File: config.mk
export PLATFORM = sky130hd
export DESIGN_NAME = alu_arb
export DESIGN_NICKNAME = d
export VERILOG_FILES = /design/src/rtl/alu_pkg.sv /design/src/rtl/alu_core.sv /design/src/rtl/alu_arb.sv
export SDC_FILE = /design/constraint.sdc
export NUM_CORES = 1
export LEC_CHECK = 0
export CORE_UTILIZATION = 54
export DETAILED_ROUTE_END_ITERATION = 8
export PLACE_DENSITY = 0.85
export SLEW_MARGIN = 20
export SYNTH_ARGS = -nofsm -noshare
export SYNTH_HDL_FRONTEND = slang
export SYNTH_SLANG_ARGS = --single-unit
File: constraint.sdc
create_clock -name clk_i -period 5.9 [get_ports clk_i]
set_clock_uncertainty 0.1 [all_clocks]
set_input_delay 1.18 -clock clk_i [delete_from_list [all_inputs] [get_ports clk_i]]
set_output_delay 1.18 -clock clk_i [all_outputs]
set_load 0.02 [all_outputs]
File: src/rtl/alu_pkg.sv
// Shared definitions for the alu_arb slice: operand/result widths, op codes
// and FSM state encoding.
package alu_pkg;

    localparam int DW = 6;
    localparam int RW = 12;

    localparam logic [1:0] OP_ADD = 2'b00;
    localparam logic [1:0] OP_SUB = 2'b01;
    localparam logic [1:0] OP_MUL = 2'b10;
    localparam logic [1:0] OP_DIV = 2'b11;

    typedef logic [1:0] state_t;

    localparam state_t ST_IDLE = 2'd0;
    localparam state_t ST_EXEC = 2'd1;
    localparam state_t ST_RESP = 2'd2;

endpackage

File: src/rtl/alu_core.sv
// Combinational ALU for alu_arb: add/sub/mult, and div when ALU_ARB_DIV_EN is
// defined (otherwise div reports an error with a zero result).
module alu_core
    import alu_pkg::*;
(
    input  logic signed [DW-1:0] a_i,
    input  logic signed [DW-1:0] b_i,
    input  logic        [1:0]    op_i,
    output logic        [RW-1:0] data_o,
    output logic                 err_o
);

    logic signed [DW-1:0] sum;
    logic signed [DW-1:0] diff;
    logic signed [RW-1:0] a_ext;
    logic signed [RW-1:0] b_ext;
    logic signed [RW-1:0] prod;

    always_comb begin
        a_ext = {{(RW-DW){a_i[DW-1]}}, a_i};
        b_ext = {{(RW-DW){b_i[DW-1]}}, b_i};
        sum   = a_i + b_i;
        diff  = a_i - b_i;
        prod  = a_ext * b_ext;
    end

`ifdef ALU_ARB_DIV_EN
    // One extra bit so -32 / -1 does not trap; the quotient wraps to 6 bits.
    logic signed [DW:0]   a_w;
    logic signed [DW:0]   b_w;
    logic signed [DW-1:0] quot;
    logic signed [DW-1:0] rem;

    always_comb begin
        a_w  = {a_i[DW-1], a_i};
        b_w  = {b_i[DW-1], b_i};
        quot = '0;
        rem  = '0;
        if (b_i != '0) begin
            quot = DW'(a_w / b_w);
            rem  = DW'(a_w % b_w);
        end
    end
`endif

    always_comb begin
        data_o = '0;
        err_o  = 1'b0;
        case (op_i)
            OP_ADD: data_o = {{(RW-DW){1'b0}}, sum};
            OP_SUB: data_o = {{(RW-DW){1'b0}}, diff};
            OP_MUL: data_o = prod;
            default: begin
`ifdef ALU_ARB_DIV_EN
                if (b_i == '0) begin
                    data_o = {RW{1'b1}};
                    err_o  = 1'b1;
                end else begin
                    data_o = {rem, quot};
                end
`else
                data_o = '0;
                err_o  = 1'b1;
`endif
            end
        endcase
    end

endmodule

File: src/rtl/alu_arb.sv
// Two-requester round-robin arbiter in front of a shared multi-cycle ALU.
// Divider present only when ALU_ARB_DIV_EN is defined.
module alu_arb
    import alu_pkg::*;
#(
    parameter int MUL_LAT = 2,
    parameter int DIV_LAT = 4
) (
    input  logic          clk_i,
    input  logic          rst_n_i,
    input  logic          req0_valid_i,
    input  logic          req1_valid_i,
    output logic          req0_ready_o,
    output logic          req1_ready_o,
    input  logic [DW-1:0] req0_A_i,
    input  logic [DW-1:0] req0_B_i,
    input  logic [DW-1:0] req1_A_i,
    input  logic [DW-1:0] req1_B_i,
    input  logic [1:0]    req0_Op_i,
    input  logic [1:0]    req1_Op_i,
    output logic          rsp_valid_o,
    input  logic          rsp_ready_i,
    output logic [RW-1:0] rsp_data_o,
    output logic          rsp_id_o,
    output logic          rsp_err_o,
    output logic          busy_o
);

    state_t state_q, state_d;
    logic [3:0] cnt_q, cnt_d;
    logic rr_q, rr_d;

    logic signed [DW-1:0] a_q, a_d;
    logic signed [DW-1:0] b_q, b_d;
    logic [1:0] op_q, op_d;
    logic id_q, id_d;

    logic gnt_vld;
    logic gnt_id;
    logic [1:0] gnt_op;
    logic [RW-1:0] core_data;
    logic core_err;

    function automatic logic [3:0] exec_lat(input logic [1:0] op);
        case (op)
            OP_MUL: return 4'(MUL_LAT);
`ifdef ALU_ARB_DIV_EN
            OP_DIV: return 4'(DIV_LAT);
`endif
            default: return 4'd1;
        endcase
    endfunction

    always_comb begin
        state_d = state_q;
        cnt_d   = cnt_q;
        rr_d    = rr_q;
        gnt_vld = 1'b0;
        gnt_id  = 1'b0;
        gnt_op  = req0_Op_i;
        case (state_q)
            ST_IDLE: begin
                if (req0_valid_i || req1_valid_i) begin
                    gnt_vld = 1'b1;
                    gnt_id  = (req0_valid_i && req1_valid_i) ? rr_q : req1_valid_i;
                    gnt_op  = gnt_id ? req1_Op_i : req0_Op_i;
                    state_d = ST_EXEC;
                    cnt_d   = exec_lat(gnt_op);
                    rr_d    = ~gnt_id;
                end
            end
            ST_EXEC: begin
                if (cnt_q <= 4'd1) begin
                    state_d = ST_RESP;
                    cnt_d   = 4'd0;
                end else begin
                    cnt_d = cnt_q - 4'd1;
                end
            end
            ST_RESP: begin
                if (rsp_ready_i) state_d = ST_IDLE;
            end
            default: state_d = ST_IDLE;
        endcase
    end

    // Operands stay frozen from grant until the next grant, so the core
    // output is stable throughout RESP without a result register.
    always_comb begin
        a_d  = a_q;
        b_d  = b_q;
        op_d = op_q;
        id_d = id_q;
        if (gnt_vld) begin
            a_d  = gnt_id ? req1_A_i : req0_A_i;
            b_d  = gnt_id ? req1_B_i : req0_B_i;
            op_d = gnt_op;
            id_d = gnt_id;
        end
    end

    always_ff @(posedge clk_i or negedge rst_n_i) begin
        if (!rst_n_i) begin
            state_q <= ST_IDLE;
            cnt_q   <= 4'd0;
            rr_q    <= 1'b0;
        end else begin
            state_q <= state_d;
            cnt_q   <= cnt_d;
            rr_q    <= rr_d;
        end
    end

    always_ff @(posedge clk_i) begin
        a_q  <= a_d;
        b_q  <= b_d;
        op_q <= op_d;
        id_q <= id_d;
    end

    alu_core u_core (
        .a_i    (a_q),
        .b_i    (b_q),
        .op_i   (op_q),
        .data_o (core_data),
        .err_o  (core_err)
    );

    // Grant strobes are masked by reset so nothing is offered while held.
    assign req0_ready_o = rst_n_i & gnt_vld & ~gnt_id;
    assign req1_ready_o = rst_n_i & gnt_vld & gnt_id;
    assign busy_o       = (state_q != ST_IDLE);
    assign rsp_valid_o  = (state_q == ST_RESP);
    assign rsp_data_o   = rsp_valid_o ? core_data : '0;
    assign rsp_id_o     = rsp_valid_o & id_q;
    assign rsp_err_o    = rsp_valid_o & core_err;

endmodule

==> results.md <==
- # H-tree levels: 1
- Fin. Hold Viols: 0
- Total wire length: 5490 µm
- Starting DRC count in detailed routing: 109
- Clock transition at path regs: 0.08 ns
- Met1 WL: 2410 µm
- Vias in the first global route: 2182
- Largest stage delay, worst path: 0.58 ns
- Data required time of the worst path: 4.62 ns
- Max Root-Sink Buffers: 2
- DRC: 0
- Rel. slew slack: 62.0%
- Post-synth EDFFs: 15
- Flop2flop setup slack: 3.99 ns
- DIE HEIGHT: 74.3 µm
- Die area: 0.00552 mm²
- Most frequent cells in the layout: 45 x clkdlybuf4s50_1, 37 x inv_1, 30 x ha_1, 28 x nor2_1, 27 x fa_1
- Final Wtd Congestion: 0.860
- Gr usage total: 22.6%
- Final Critical Period: 5.67 ns
- Placeable core area: 0.00488 mm²
- Slew Limit Fails: 0
- FF-to-FF End: a_q[1]
- Antenna-violating nets left: 0
- Vias after detailed routing: 2161
- Avg Synthesized Cell Area: 9.81 µm²
- Avg WL per Cell: 13.2 µm
- Critical Path Fanout Max: 7
- Seq/Total Area, Yosys: 22.2%
- Worst setup margin: 0.230 ns
- Clk Latency, worst-skew pair: 0.26 ns
- Final instance area: 0.00355 mm²
- Hold Path Class: register to register
- Core Rows: 25
- Initial Util: 57.9%
- Commonest non-fill, non-tap cell in the layout: clkdlybuf4s50_1
- Worst R2R Path Depth: 4
- CTS Buf Count: 3
- Fmax: 176 MHz
- Top Ports: 51
- Critical Path Start: a_q[5]
- Hold EP: rr_q
- Total global routing overflow: 0
- Setup violators final: 0
- Crit Path Category: register to primary output
- Metal3 WL: 177 µm
- Clock root buffer: clkbuf_8
- Most common flop cell mapped by yosys: edfxtp_1
- Yosys cell types: 43
- RSZ-0062 raised after global routing: false
- Nets: 441
- Layout cells sized above 1: 12.6%
- Data arrival, critical path: 4.39 ns
- Via density: 5.18
- Cts hold-fix bufs: 0
- Status: completed
- Worst setup SP type: register
- Mapped Nets: 378
- Initial antenna violation count: 0
- Synth warn: 0
- Reg2reg start: rr_q
- Top cell by count, worst path: fa_1
- Hold path startpoint: rr_q
- Placed cell area: 0.00347 mm²
- Setup TNS: 0 ns
- ANT cells: 0
- CTS tree: done
- Die X: 74.3 µm
- Setup bufs post-CTS: 0
- First-pass GRT wire length: 9560 µm
- FFs w/ async S/R, synth: 31.8%
- Largest net degree at the start of global routing: 19
- Worst path slowest cell: fa_1
- Metal2 WL: 2840 µm
- Area added between synthesis and finish: 25.7%
- Port Buf Inserts: 50
- CP endpoint kind: primary output
- Critical-path cell list: and2_4, fa_1, inv_2, fa_1, fa_1, inv_1, ha_1, ha_1, or4_1, o22ai_2, xnor2_1, nor2_1, clkdlybuf4s15_1
- Drt first pass iters: 4
- Number of max-cap violations: 0
- Period utilisation layout: 96.1%
- Hold Path Stages: 2
- Clk sinks: 22
- Setup Slack @ Placement: 0.0704 ns
- Mapped Area: 0.00282 mm²
- Post-Syn Instances: 288
- Tightest Pin Transition: 0.563 ns
- Max Used Layer: met4
- Flops & latches, synth: 22
- Post-DP HPWL: 4680 µm
cell type report:
| cell class | instances | area, µm² |
|---|---|---|
| multi-input cells | 222 | 2030 |
| flip-flops and latches | 22 | 626 |
| clock buffers | 4 | 66.3 |
| well taps | 67 | 83.8 |
| repair buffers | 64 | 606 |
| fillers | 360 | 1330 |
| inverters | 38 | 143 |
sequential cells by signal, indices dropped and copies added (netlist names):
name     count
a_q          6
b_q          6
cnt_q        4
op_q         2
state_q      2
id_q         1
rr_q         1
metal layers:
metal | GRT usage [%] | vias to the layer above
met1 | 29.1 | 1026
met3 | 1.76 | 6
met4 | 6.92 | 0
li1 | - | 1082
met5 | 0 | -
met2 | 40.7 | 47
cells in the mapped netlist (all sizes together), types with 7 or more instances:
cell	instances	share of area [%]
and2	23	5.1
o21ai	10	1.8
nand2	14	1.9
inv	38	5.1
dfrtp	7	6.2
edfxtp	15	16
nor2	28	3.7
fa	27	19
xnor2	15	4.7
ha	30	13
nor2b	9	2.0
mux2	16	7.3
kinds of logic (layout without fill, tap and decap cells):
| logic type | count (synthesis) | after routing | share of synthesized area (%) |
|---|---|---|---|
| adder cells (fa/ha/maj) | 57 | 57 | 32.4 |
| multiplexers | 16 | 16 | 7.31 |
| AO/OA/AOI/OAI | 34 | 34 | 7.80 |
| XOR/XNOR | 18 | 18 | 5.58 |
| flip-flops | 22 | 22 | 22.2 |
| buffers and inverters | 44 | 106 | 6.73 |
| AND/OR/NAND/NOR | 97 | 97 | 18.0 |
worst max-delay path: cells and delay by family (launching register included):
family | cells | cell delay, ns
AND/OR/NAND/NOR | 3 | 0.77
adder cells (fa/ha/maj) | 5 | 2.15
flip-flops | 1 | 0.50
AO/OA/AOI/OAI | 1 | 0.14
buffers and inverters | 3 | 0.42
XOR/XNOR | 1 | 0.13
per-stage QoR:
stage               util [%]  hold slack, ns  instances
finish                  72.8           0.428        417
CTS                     72.4           0.422        417
global placement        71.0           0.387        413
detailed placement      71.0           0.411        413
global route            72.8           0.430        417
floorplan                  -           0.361        288
how the worst max path moves through the flow:
| stage | slack, ns | cells after the start | to |
|---|---|---|---|
| 6_report | 0.23 | 13 | rsp_data_o[11] |
| 5_1_grt | 0.01 | 13 | rsp_data_o[11] |
| 4_1_cts | 0.02 | 14 | rsp_data_o[9] |
| 3_5_place_dp | 0.07 | 14 | rsp_data_o[10] |
| 3_3_place_gp | 0.15 | 14 | rsp_data_o[10] |
| 2_1_floorplan | 0.54 | 12 | rsp_data_o[8] |
repair_timing:
item / CTS / global route
gates cloned: 0 / 0
endpoints found under the hold margin: 0 / 0
endpoints found under the setup margin: 4 / 5
resized for setup: 4 / 12
pin swaps: 0 / 2
Power is left out: the tool's default activity adds up to more than one toggle a clock period on the data nets, which glitch-free logic cannot reach.
